[src/rtl/heater_pkg.sv]
// rtl/heater_pkg.sv - shared encodings and constants for the heater reconfigurable module
package heater_pkg;

  typedef enum logic [1:0] {
    ST_IDLE = 2'd0,
    ST_HOLD = 2'd1,
    ST_UP   = 2'd2,
    ST_DOWN = 2'd3
  } heater_state_e;

  // reg_1 field layout
  localparam int ACT_LSB   = 0;
  localparam int ACT_W     = 4;
  localparam int STATE_LSB = 4;
  localparam int STATE_W   = 2;
  localparam int BUSY_BIT  = 6;
  localparam int HB_BIT    = 7;
  localparam int CSUM_LSB  = 8;
  localparam int FOLD_W    = 24;

  // heartbeat toggles once per 2^HB_BITS cycles
  localparam int HB_BITS = 20;

  // right-shifting Galois mask for x^64 + x^63 + x^61 + x^60 + 1; narrower banks use the top bits
  localparam logic [63:0] LFSR_TAPS = 64'hD800_0000_0000_0000;
  localparam logic [63:0] LFSR_SEED = 64'hFFFF_FFFF_FFFF_FFFF;

  function automatic heater_state_e classify(input logic [3:0] target, input logic [3:0] active);
    if (target > active)      return ST_UP;
    else if (target < active) return ST_DOWN;
    else if (active == 4'd0)  return ST_IDLE;
    else                      return ST_HOLD;
  endfunction

endpackage

[src/rtl/heater_bank.sv]
// rtl/heater_bank.sv - one power-burning Galois LFSR bank with a 24-bit XOR fold
module heater_bank
  import heater_pkg::*;
#(
  parameter int BANK_WIDTH = 64
) (
  input  logic              Clk,
  input  logic              Reset_n,
  input  logic              en,
  output logic [FOLD_W-1:0] fold
);

  localparam int NCH = (BANK_WIDTH + FOLD_W - 1) / FOLD_W;
  localparam logic [BANK_WIDTH-1:0] TAPS = LFSR_TAPS[63 -: BANK_WIDTH];
  localparam logic [BANK_WIDTH-1:0] SEED = LFSR_SEED[BANK_WIDTH-1:0];

  logic [BANK_WIDTH-1:0]     lfsr;
  logic [NCH*FOLD_W-1:0]     padded;

  // step the LFSR only while enabled so a disabled bank stops toggling
  always_ff @(posedge Clk) begin
    if (!Reset_n) lfsr <= SEED;
    else if (en)  lfsr <= (lfsr >> 1) ^ (lfsr[0] ? TAPS : '0);
  end

  // fold the bank into 24 bits so every flop feeds the observable checksum
  always_comb begin
    padded = '0;
    padded[BANK_WIDTH-1:0] = lfsr;
    fold = '0;
    for (int c = 0; c < NCH; c++) fold = fold ^ padded[c*FOLD_W +: FOLD_W];
  end

endmodule

[src/rtl/heater_rm.sv]
// rtl/heater_rm.sv - heater partition body: request filter, bank ramp FSM, status/checksum register
module heater_rm
  import heater_pkg::*;
#(
  parameter int NUM_BANKS     = 15,
  parameter int BANK_WIDTH    = 64,
  parameter int RAMP_CYCLES   = 1024,
  parameter int STABLE_CYCLES = 16
) (
  input  logic        Clk,
  input  logic        Reset_n,
  input  logic [31:0] reg_0,
  output logic [31:0] reg_1
);

  localparam int RW = (RAMP_CYCLES > 2) ? $clog2(RAMP_CYCLES) : 1;
  localparam int SW = (STABLE_CYCLES > 2) ? $clog2(STABLE_CYCLES) : 1;
  localparam logic [RW-1:0] RAMP_LAST   = RW'(RAMP_CYCLES - 1);
  localparam logic [SW-1:0] STABLE_LAST = SW'(STABLE_CYCLES - 1);
  localparam logic [3:0]    MAX_LVL     = 4'(NUM_BANKS);

  logic [3:0]         sync1, req_s, cand, target, active, act_q;
  logic [SW-1:0]      scnt;
  logic [RW-1:0]      rcnt;
  logic [HB_BITS-1:0] hb_cnt;
  logic               hb, busy_q;
  heater_state_e      state;
  logic [FOLD_W-1:0]  csum_d, csum_q;
  logic [FOLD_W-1:0]  fold [NUM_BANKS];
  logic               unused_reserved;

  assign unused_reserved = ^reg_0[31:4];

  // two-flop synchroniser for the asynchronous level request
  always_ff @(posedge Clk) begin
    if (!Reset_n) begin
      sync1 <= '0;
      req_s <= '0;
    end else begin
      sync1 <= reg_0[3:0];
      req_s <= sync1;
    end
  end

  // accept a request only after it has held steady, clamped to the bank count
  always_ff @(posedge Clk) begin
    if (!Reset_n) begin
      cand   <= '0;
      scnt   <= '0;
      target <= '0;
    end else begin
      if (req_s != cand) begin
        cand <= req_s;
        scnt <= '0;
      end else if (scnt != STABLE_LAST) begin
        scnt <= scnt + 1'b1;
      end
      if (scnt == STABLE_LAST) target <= (cand > MAX_LVL) ? MAX_LVL : cand;
    end
  end

  // ramp FSM: one bank per RAMP_CYCLES toward the current target, status registered alongside
  always_ff @(posedge Clk) begin
    if (!Reset_n) begin
      active <= '0;
      rcnt   <= '0;
      state  <= ST_IDLE;
      act_q  <= '0;
      busy_q <= 1'b0;
    end else begin
      state  <= classify(target, active);
      act_q  <= active;
      busy_q <= (target != active);
      if (active == target) begin
        rcnt <= '0;
      end else if (rcnt == RAMP_LAST) begin
        rcnt   <= '0;
        active <= (target > active) ? active + 4'd1 : active - 4'd1;
      end else begin
        rcnt <= rcnt + 1'b1;
      end
    end
  end

  for (genvar i = 0; i < NUM_BANKS; i++) begin : g_bank
    heater_bank #(.BANK_WIDTH(BANK_WIDTH)) u_bank (
      .Clk     (Clk),
      .Reset_n (Reset_n),
      .en      (active > 4'(i)),
      .fold    (fold[i])
    );
  end

  // combine all bank folds into one word so no bank can be optimised away
  always_comb begin
    csum_d = '0;
    for (int i = 0; i < NUM_BANKS; i++) csum_d = csum_d ^ fold[i];
  end

  // register the checksum and run the free-running heartbeat
  always_ff @(posedge Clk) begin
    if (!Reset_n) begin
      csum_q <= '0;
      hb_cnt <= '0;
      hb     <= 1'b0;
    end else begin
      csum_q <= csum_d;
      hb_cnt <= hb_cnt + 1'b1;
      if (&hb_cnt) hb <= ~hb;
    end
  end

  assign reg_1 = {csum_q, hb, busy_q, state, act_q};

endmodule
[config.mk]
export PLATFORM = sky130hd
export DESIGN_NAME = heater_rm
export DESIGN_NICKNAME = d
export VERILOG_FILES = /design/src/rtl/heater_pkg.sv /design/src/rtl/heater_bank.sv /design/src/rtl/heater_rm.sv
export SDC_FILE = /design/constraint.sdc
export NUM_CORES = 2
export LEC_CHECK = 0
export ABC_AREA = 1
export CORE_ASPECT_RATIO = 0.5
export CORE_MARGIN = 2
export CORE_UTILIZATION = 66
export DETAILED_ROUTE_END_ITERATION = 8
export MAX_ROUTING_LAYER = met4
export PLACE_DENSITY = 0.94
export SKIP_LAST_GASP = 1
export SLEW_MARGIN = 10
export SYNTH_ARGS = -nofsm -noshare
export SYNTH_HDL_FRONTEND = slang
export SYNTH_HIERARCHICAL = 1
export SYNTH_SLANG_ARGS = --single-unit
[constraint.sdc]
create_clock -name Clk -period 5.45 [get_ports Clk]
set_input_delay 1.635 -clock Clk [delete_from_list [all_inputs] [get_ports Clk]]
set_output_delay 1.635 -clock Clk [all_outputs]
set_load 0.005 [all_outputs]
==> key figures <==
Run status
  • Result of the run: complete, no violations

Critical path
  • Worst EP required: 6.05 ns
  • Type of the setup path with the least slack: flop to flop
  • Library cell contributing the largest single delay on the critical path: clkinv_2
  • Worst-path cell chain: nor2_1 > clkinv_2 > buf_4 > inv_2 > a21oi_2 > nand2_1
  • Highest cell delay on the worst timing path: 0.83 ns
  • Startpoint kind of the worst setup timing path: flop
  • Delay-heaviest family, CP: buffers and inverters
  • Setup slack on the worst flop-to-flop path: ~2.0 ns
  • Count of buffer and inverter cells on the critical path: 3
  • Nature of the critical path endpoint: flop
  • CP arrival: approximately 4 ns
  • Critical-path maximum fanout: 62

Clock network
  • Post-cts hold buffer count: 0
  • Clock tree root driver cell: clkbuf_16
  • Number of buffers created by CTS: 90
  • Clock tree buffer depth: 3
  • Setup repair bufs after CTS: 0
  • Cts repair resizes: 0
  • TritonCTS clock tree: built
  • Number of levels the H-tree was split into: 3
  • Clock latency on the worst-skew pair: roughly 0.7 ns
  • Clock Sink Count: roughly 1.0k
  • Clock transition at the registers of the reported paths: 0.07 ns

Logic synthesis
  • Yosys warnings: 6
  • Post-synthesis share of cell area spent on full adders, half adders and majority gates: 0.269%
  • Post-synthesis compound-gate area fraction: roughly 17%
  • Sequential cell area fraction in the yosys report: roughly two fifths
  • Most used flip-flop cell after synthesis: dfxtp_1
  • Area of the mapped netlist: 51200 um^2
  • Multiplexer share of the synthesized area: 0%
  • Synth Area in Simple Gates: about a quarter
  • Post-synth EDFFs: 0
  • Cell count after synthesis: 7343
  • Share of the synthesized netlist area taken by xor and xnor gates: roughly 5.7%
  • Net count after synthesis: about 7.4k
  • #FFs+latches synth: 1046
  • Post-Synthesis Mean Instance Area: between 6 and 7 um^2
  • Main combinational cell family by area after synthesis: simple AND/OR/NAND/NOR gates
  • Unique cell type count in the Yosys netlist: 38
  • Fraction of synthesis flops using an asynchronous set or reset pin: 0%

Pwr
  • Sequential power share: 51.4%
  • Pleak: 0.0303 uW
  • Worst-case vdd ir drop: approximately 230 uV
  • Internal power summed over all cells: 11700 uW
  • Proportion of total power due to net switching: about 21%
  • Net switching power figure: roughly 3200 uW
  • Relative contribution of the clock network to total power: 46.2%
  • Power per cell area: 275 nW/um^2
  • Combinational share of power: under 10%

Route
  • Residual DRC count: 0
  • Routed wire length: about 120 mm
  • WL/cell: 14.2 um
  • Initial DRC Count: 4594
  • Mean number of vias per cell: around 5.4
  • First-pass iteration count of the detailed router: 9
  • Residual antenna-violating net count after detailed routing: 0
  • Routed via count: 45.2k

Layout
  • Share of layout cells above drive strength 1: 7.56%
  • Multi-input gate area in the final layout: ~25000 um^2
  • Number of fillers in the final layout: between 5k and 6k
  • Layout Cells excl Fill: between 8k and 9k
  • Net count of the finished layout: between 7k and 8k
  • Layout overhead on the synthesized area: 6.04%
  • Storage element area: roughly 21000 um^2

Floorplan
  • DIE AREA: 80000 um^2
  • Number of top-level pins: 66
  • Floorplan Core Area: about 77000 um^2
  • Height of the chip: ~200 um
  • Chip Width: between 300 and 400 um
  • Number of standard-cell rows in the floorplan: 72
  • Starting density of the core: about two thirds

Flow run
  • # Max-Cap Violations: 0

Global routing
  • Global-route usage over all layers: between 20% and 30%
  • Global-route wire length before repair: 195 mm
  • Initial antenna violation count: 1
  • Maximum number of pins on one net before global-route repair: roughly 110
  • Vias in the first global route: between 40k and 50k
  • Grt total ovfl: 0

Placement
  • Post-DP HPWL: approximately 77 mm
  • Placed cell count: 8134
  • Count of input and output buffers: 37
  • Global placer's final weighted congestion: about 0.86

Timing
  • Fin. Hold Viols: 0
  • Setup TNS: 0 ns
  • Slew at the pin with the worst max-slew slack: roughly 1.1 ns
  • Setup clock skew after layout: 0.0294 ns
  • Setup violation total in the final timing report: 0
  • Max-slew headroom: between 20% and 30%
  • Final slew viol count: 0
  • Post-route clock period utilization: 62.4%
  • Final critical path time including I/O delays and setup: roughly 3.4 ns
  • Maximum clock frequency: between 200 and 300 MHz
  • Unrepaired setup endpoints after global routing: no

Min path
  • Min-delay worst type: flop to flop
power by group through the flow:
stage / Clock, uW / Sequential (uW) / Combinational [uW]
after floorplan: 0 / 7830 / 300
after global placement: 0 / 7840 / 338
after detailed placement: 0 / 7840 / 342
after CTS: 6940 / 7660 / 349
after global routing: 7240 / 7660 / 389
final: 6890 / 7660 / 355
worst register-to-register path: stages, from the launching register on:
cell      delay, ns
dfxtp_4        0.52
nor2_1         0.81
clkinv_2       0.83
buf_4          0.58
inv_2          0.38
a21oi_2        0.10
nand2_1        0.10
cells by family after synthesis:
family | count (synthesis)
fa+ha+maj | 11
compound gates | 1465
xor+xnor | 335
flops | 1046
simple gates | 3168
buf+inv | 1318
placed cells by master (no fill, tap or decap), drive strengths merged, types with 36 or more instances in the layout:
| cell type | n |
|---|---|
| clkbuf | 130 |
| xnor2 | 132 |
| xor2 | 203 |
| nand3 | 542 |
| clkdlybuf4s50 | 36 |
| dfxtp | 1046 |
| o21ai | 689 |
| nor2 | 124 |
| inv | 1006 |
| a21oi | 771 |
| nand2 | 2445 |
Yosys cell counts, types with 3 or more instances:
cell type | count | area, um^2
nor2_2 | 5 | 31.3
inv_2 | 34 | 128
clkbuf_2 | 15 | 75.1
nand3b_1 | 30 | 225
nand2_1 | 2442 | 9170
o21ai_1 | 256 | 1280
inv_1 | 971 | 3640
a21oi_1 | 471 | 2360
ha_1 | 11 | 138
dfxtp_1 | 1046 | 20900
buf_6 | 75 | 845
clkbuf_1 | 53 | 199
nor2_1 | 117 | 439
xor2_1 | 203 | 1780
nor3_1 | 5 | 25.0
or2_2 | 4 | 25.0
nand4_1 | 6 | 37.5
nor3_4 | 3 | 48.8
buf_4 | 47 | 353
o21ai_0 | 432 | 2160
buf_2 | 123 | 616
xnor2_1 | 132 | 1160
nand3_1 | 541 | 2710
a21oi_2 | 300 | 2630
metrics by stage:
step	setup WS [ns]	utilization [%]	total power, uW	hold slack (ns)	area (um^2)
finish	2.05	70.5	14900	0.424	54300
detailed placement	1.95	66.4	8180	0.401	51200
floorplan	2.95	-	8130	0.390	51200
CTS	2.08	70.5	14900	0.427	54300
global placement	2.01	66.4	8170	0.400	51200
global route	1.86	70.5	15300	0.446	54300
layer usage:
layer  global-route usage, %  wire length, um
met1                    37.2            51500
met5                       -                0
met4                    11.4             4020
met3                    4.07             7070
met2                    48.5            55500
worst paths after layout:
path / from / endpoint / cells past startpoint
setup / recovery: active[3] / g_bank[3].u_bank/lfsr[59] / 6
hold / removal: sync1[2] / req_s[2] / 2
setup reg to reg: active[3] / g_bank[3].u_bank/lfsr[59] / 6
hold reg to reg: sync1[2] / req_s[2] / 2
sequential cells by signal (all words and copies together) (netlist names), 4 cells and up:
| register | count |
|---|---|
| active | 4 |
| scnt | 4 |
| target | 4 |
| hb_cnt | 20 |
| req_s | 4 |
| rcnt | 10 |
| sync1 | 4 |
| act_q | 4 |
| cand | 4 |
| g_bank.u_bank/lfsr | 960 |
| csum_q | 24 |
area by class of cell:
cell class	count	share of cell area, %
Tap cell	1036	2.39
Clock buffer	130	4.86
Clock inverter	34	0.903
Multi-Input combinational cell	4979	45.1
Inverter	1005	6.95
Antenna cell	2	0.00922
Timing Repair Buffer	68	1.19
Sequential cell	1046	38.6
(Power assumes the default switching activity.)
